===== config.mk =====
export PLATFORM = sky130hd
export DESIGN_NAME = instr_fetch_unit
export DESIGN_NICKNAME = d
export VERILOG_FILES = /design/src/rtl/instr_fetch_unit.sv
export SDC_FILE = /design/constraint.sdc
export NUM_CORES = 1
export LEC_CHECK = 0
export BUFFER_PORTS_ARGS = -buffer_cell sky130_fd_sc_hd__buf_2
export CAP_MARGIN = 25
export CORE_MARGIN = 4
export CORE_UTILIZATION = 49
export DETAILED_ROUTE_END_ITERATION = 10
export PLACE_DENSITY = 0.77
export SYNTH_ARGS = -nofsm -noshare
export SYNTH_HDL_FRONTEND = slang
export SYNTH_SLANG_ARGS = --single-unit

===== constraint.sdc =====
create_clock -name CLK -period 3.4 [get_ports CLK]
set_input_delay 0.17 -clock CLK [delete_from_list [all_inputs] [get_ports CLK]]
set_output_delay 0.17 -clock CLK [all_outputs]
set_load 0.005 [all_outputs]

===== src/rtl/instr_fetch_unit.sv =====
// PC sequencing and instruction-memory read handshake feeding the control unit.
// Build option FETCH_BNE_EN adds a BNE input that branches when ZERO=0.
//   state   | meaning
//   S_IDLE  | out of reset, first read request issued on the next edge
//   S_FETCH | read request presented at IMEM_ADDRESS (= PC)
//   S_WAIT  | waiting for IMEM_BUSYWAIT to drop, then capture the word
//   S_EXEC  | INSTRUCTION valid; PC advances on the first edge with STALL=0
module instr_fetch_unit #(
  parameter logic [31:0] RESET_PC = 32'h0000_0000
) (
  input  logic        CLK,
  input  logic        RESET,
  input  logic        J,
  input  logic        BEQ,
  input  logic        ZERO,
  input  logic        STALL,
  input  logic        IMEM_BUSYWAIT,
  input  logic [31:0] IMEM_READDATA,
`ifdef FETCH_BNE_EN
  input  logic        BNE,
`endif
  output logic        IMEM_READ,
  output logic [31:0] IMEM_ADDRESS,
  output logic [31:0] PC,
  output logic [31:0] INSTRUCTION,
  output logic [7:0]  OPCODE,
  output logic        INSTR_VALID
);

  typedef enum logic [1:0] {S_IDLE, S_FETCH, S_WAIT, S_EXEC} state_t;

  state_t      state_q, state_d;
  logic [31:0] pc_q, pc_d;
  logic [31:0] instr_q, instr_d;
  logic        read_q, read_d;
  logic        valid_q, valid_d;

  logic [31:0] pc4, target, next_pc;
  logic [7:0]  offset;
  logic        take;

  // Every taken branch shares one target, so the condition is a plain OR.
  always_comb begin
    pc4    = pc_q + 32'd4;
    offset = instr_q[23:16];
    target = pc4 + {{22{offset[7]}}, offset, 2'b00};
    take   = J | (BEQ & ZERO);
`ifdef FETCH_BNE_EN
    take   = take | (BNE & ~ZERO);
`endif
    next_pc = take ? target : pc4;
  end

  always_comb begin
    state_d = state_q;
    pc_d    = pc_q;
    instr_d = instr_q;
    read_d  = read_q;
    valid_d = valid_q;
    case (state_q)
      S_IDLE: begin
        state_d = S_FETCH;
        read_d  = 1'b1;
      end
      S_FETCH: begin
        state_d = S_WAIT;
      end
      S_WAIT: begin
        if (!IMEM_BUSYWAIT) begin
          instr_d = IMEM_READDATA;
          read_d  = 1'b0;
          valid_d = 1'b1;
          state_d = S_EXEC;
        end
      end
      S_EXEC: begin
        if (!STALL) begin
          pc_d    = next_pc;
          valid_d = 1'b0;
          read_d  = 1'b1;
          state_d = S_FETCH;
        end
      end
      default: begin
        state_d = S_IDLE;
      end
    endcase
  end

  always_ff @(posedge CLK) begin
    if (RESET) begin
      state_q <= S_IDLE;
      pc_q    <= RESET_PC;
      instr_q <= 32'h0;
      read_q  <= 1'b0;
      valid_q <= 1'b0;
    end else begin
      state_q <= state_d;
      pc_q    <= pc_d;
      instr_q <= instr_d;
      read_q  <= read_d;
      valid_q <= valid_d;
    end
  end

  assign IMEM_READ    = read_q;
  assign IMEM_ADDRESS = pc_q;
  assign PC           = pc_q;
  assign INSTRUCTION  = instr_q;
  assign OPCODE       = instr_q[31:24];
  assign INSTR_VALID  = valid_q;

endmodule


Yosys cells after proc, flatten, opt, wreduce, memory -nomap -nowiden
Index checks and enable logic that the tools add are counted.

Flip-flop bits (word level): 68. Output and inout port bits: 106. Logic and storage cells: 34.

Add/sub/neg operators: 2. Eq/ne operators: 5. Mux-type cells: 10. Bitwise operators: 4. Reductions and logical operators: 8.

Operators with widths (count): $add 32x3->32 const B (1); $add 32x32->32 (1); $mux 32 (1); $pmux 2 s4 (1); $reduce_and 2->1 (3); $reduce_and 3->1 (2); $eq 2x2->1 const B (2); $mux 1 (4); $mux 2 (2); $ne 2x2->1 const B (2); $pmux 1 s3 (1); $reduce_bool 3->1 (1); $eq 2x1->1 const B (1); $logic_not 2->1 (1); $not 1->1 (2); $pmux 1 s2 (1); $reduce_bool 2->1 (1); $and 1x1->1 (1); $or 1x1->1 (1).

Depth between registers and ports, before layout
Word-level depth: 3. Depth in mapped cells: 17.

Worst setup path after synthesis
OpenSTA, ideal clock, no wires.

Path type: register to register. Start: register pc_q[13], in the netlist IMEM_ADDRESS[13]. End: register pc_q[31], in the netlist IMEM_ADDRESS[31]. Library setup time: 0.128 ns. Arrival time: 3.642 ns. Setup slack: -0.371 ns. Stages on the path, launching flop included: 18. Path buffers: 1. Period minus slack after synthesis: 3.771 ns. Cells stage by stage: dfxtp_1 > and4_1 > and4_1 > nand2_1 > nor3_1 > and3_1 > xor2_1 > ha_1 > clkbuf_1 > a21o_1 > a21o_1 > a21oi_1 > a21oi_1 > and3_1 > a211o_1 > nor2_1 > mux2i_1 > nand4b_1.

Cells in the longest elaborated chain, start to end: 3.

Ends and longest elaborated chain: start, declared (line 33) `logic [31:0] pc_q, pc_d;`; start signal, assigned (line 99) `pc_q <= pc_d;`; $add 32x3->32 * (line 44) `pc4 = pc_q + 32'd4;`; $add 32x32->32 (line 46) `target = pc4 + {{22{offset[7]}}, offset, 2'b00};`; $mux 32 * (line 51) `next_pc = take ? target : pc4;`.

Mark *: on every way between the ends. The rest lies on a longest branch, timed or not. A chain may end at the register's enable or synchronous reset.

Final worst setup path
Start: register pc_q[8], in the netlist IMEM_ADDRESS[8]. End: register pc_q[31], in the netlist IMEM_ADDRESS[31].

Same word-level chain as after synthesis.

==> reports/metrics.csv <==
stage;metric;value;unit
status;outcome;finished with violations;
status;failing checks;DRC;
die;Ports;145;
timing;Hold Vio Cnt, Final;0;
drt;Top Layer Used;met4;
timing;Final min period;3.355;ns
critical_path;CP Buf/Inv Count;1;
grt;initial antenna violation count;0;
critical_path;cells along the critical path;nand3_1 -> nor3_2 -> buf_4 -> nand4_1 -> nor2_1 -> and3_1 -> xor2_1 -> ha_1 -> nor2b_1 -> o21ai_0 -> nand2b_1 -> nor3_1 -> a211o_1 -> nor2_2 -> mux2i_1 -> nand4b_1;
clocking;Root Buffer;clkbuf_8;
hold_path;worst min path class;input port to register;
critical_path;CP Launch Type;register;
grt;GRT overflow;0;
synth;Synth Flop Type;dfxtp_1;
power;leakage power;3.201;nW
timing;Rel. slew slack;34.36;%
timing;final setup TNS;0;ns
critical_path;Worst Path Required;3.65;ns
drt;met2 wire length;7662;um
clocking;Clock Pin Slew Worst Setup and Hold Paths;0.09;ns
power;power density over the cells;369.2;nW/um2
drt;first drt pass iteration count;10;
die;die height;111.9;um
timing;FMAX;298.1;MHz
layout;share of layout cells above drive strength 1;33.95;%
layout;most common cell after layout, fill and taps aside;buf_2;
synth;number of synthesized flops with an enable pin;0;
synth;syn avg cell area;7.495;um2
synth;post-synthesis cell area;5291;um2
placed_design;DP HPWL;11880;um
drt;DRC;1;
power;Worst VDD drop;0.2674;mV
synth;ys async rst share;0;%
die;CORE AREA;10420;um2
drt;routed wire length per instance;16.05;um
timing;Final Cycle Share;98.68;%
critical_path;Slowest Stage Delay on Critical Path;0.40;ns
clocking;insertion delay to the later sink of the worst-skew pair;0.37;ns
placed_design;GP Congestion;1.026;
die;Initial Util;50.80;%
clocking;cts hold-fix bufs;0;
drt;met3 WL post-DR;1285;um
clocking;TritonCTS Buffers;9;
critical_path;Data arrival, critical path;3.61;ns
critical_path;critical path type;register to register;
critical_path;slowest CP cell;dfxtp_1;
grt;vias in the first global route;5179;
synth;distinct cell type count after synthesis;65;
layout;Antenna Cells;0;
synth;YS warnings;0;
grt;global-route wire length before repair;25520;um
layout;area grow syn2layout;27.17;%
timing;final setup violation count;0;
grt;largest net degree at the start of global routing;39;
drt;metal1 wirelength;6693;um
clocking;number of H-tree levels;3;
critical_path;Setup crit end kind;register;
placed_design;IO buf count;140;
synth;Cells after Synth;706;
synth;Seq/Total Area, Yosys;24.97;%
timing;Slew @ Worst Pin;0.9810;ns
drt;Final ANT Viol Nets;0;
die;die width;111.9;um
critical_path;largest delay contributor family on the critical path;simple AND/OR/NAND/NOR gates;
die;Rows;37;
drt;final WL;15980;um
timing;Max Slew Vio Count;0;
layout;highest-count cells in the layout ignoring fill and taps;140 x buf_2, 112 x nand2_1, 69 x buf_4;
job;Max Cap Viol;0;
grt;GRT Total Usage;24.24;%
layout;fin nets;936;
timing;unrepaired setup endpoints after global routing;true;
clocking;TritonCTS clock tree;yes;
drt;DR vias/cell;5.637;
clocking;number of clock sinks;66;
drt;total number of vias;5614;
clocking;Clock Tree Buf Depth;2;
die;die area;12530;um2
timing;Worst Skew;0.01538;ns
drt;DRT iter0 DRCs;368;
layout;Final Util;64.60;%
synth;register bit total from synthesis;66;
critical_path;largest fanout on the critical path;6;
## routing by layer
layer	GRT usage, %	up-vias
li1	-	2746
met1	30.91	2591
met2	41.13	241
met3	5.326	36
met4	6.894	0
met5	0	-
## cells by family (layout without fill, tap and decap cells)
group                    Yosys count  after routing  share of synthesized area, %
AO/OA/AOI/OAI                    199            199                         24.40
flip-flops                        66             66                         24.97
adder cells (fa/ha/maj)           42             42                         10.07
other                              1              4                       0.07087
XOR/XNOR                          52             52                         8.607
AND/OR/NAND/NOR                  251            251                         21.68
multiplexers                       3              3                        0.5912
buffers and inverters             92            243                         9.600
## flip-flops by register name (all words and copies together) (netlist names)
register,count
IMEM_ADDRESS,30
IMEM_READ,1
INSTRUCTION,32
INSTR_VALID,1
state_q,2
## synth_stat cells (12+ instances only)
master | instances | area share, %
a21o_1 | 16 | 2.3
nor2_1 | 46 | 3.3
nor3_1 | 12 | 1.1
nand3_1 | 27 | 2.6
dfxtp_1 | 66 | 25
xor2_1 | 20 | 3.3
inv_1 | 15 | 1.1
a21oi_1 | 78 | 7.4
xnor2_1 | 32 | 5.3
nand2_1 | 115 | 8.2
buf_4 | 42 | 6.0
clkbuf_1 | 27 | 1.9
o21ai_0 | 33 | 3.1
ha_1 | 41 | 9.7
## tightest hold or removal path: stages
cell	delay, ns
buf_2	0.09
nand2_1	0.04
a21oi_1	0.05
## path summary, 6_finish.rpt
kind	from	to	slack, ns	cells past startpoint
worst max-delay path	IMEM_ADDRESS[8]	IMEM_ADDRESS[31]	0.04	16
worst min-delay path	IMEM_READDATA[0]	INSTRUCTION[0]	0.02	3
worst max register to register	IMEM_ADDRESS[8]	IMEM_ADDRESS[31]	0.04	16
worst min register to register	INSTRUCTION[15]	INSTRUCTION[15]	0.45	2
## metrics by stage
stage               hold WS [ns]  worst slack [ns]  std cells  instance area (um2)  total power [mW]
finish                   0.02457           0.04495        996                 6729             2.484
global route            0.004627          -0.09339        996                 6729             2.637
CTS                      0.01566          0.009556        989                 6504             2.452
detailed placement        0.4155          -0.09048        969                 6254             1.733
global placement          0.4088          -0.01031        967                 6223             1.692
floorplan                 0.3060           0.01094        709                 5341             1.456
## final cells by class
class	count	area (um2)
fillers	897	3687
repair buffers	212	1269
multi-input cells	551	3697
flip-flops and latches	66	1330
clock buffers	9	123.9
inverters	15	56.30
well taps	136	170.2
clock inverters	7	82.58
## what timing repair did
action / in CTS / in global routing
setup buffers: 4 / 7
setup endpoints to repair: 2 / 13
pin swaps: 7 / 22
resized for setup: 4 / 38
cloned: 0 / 0
## power by group
group / internal (mW) / total [mW] / leakage, nW / switching (mW)
clock: 0.351 / 0.722 / 0.0988 / 0.371
combinational: 0.372 / 0.835 / 2.56 / 0.463
sequential: 0.856 / 0.927 / 0.538 / 0.0713
total: 1.58 / 2.48 / 3.20 / 0.905
No activity file was read; power rests on OpenSTA's default activity.
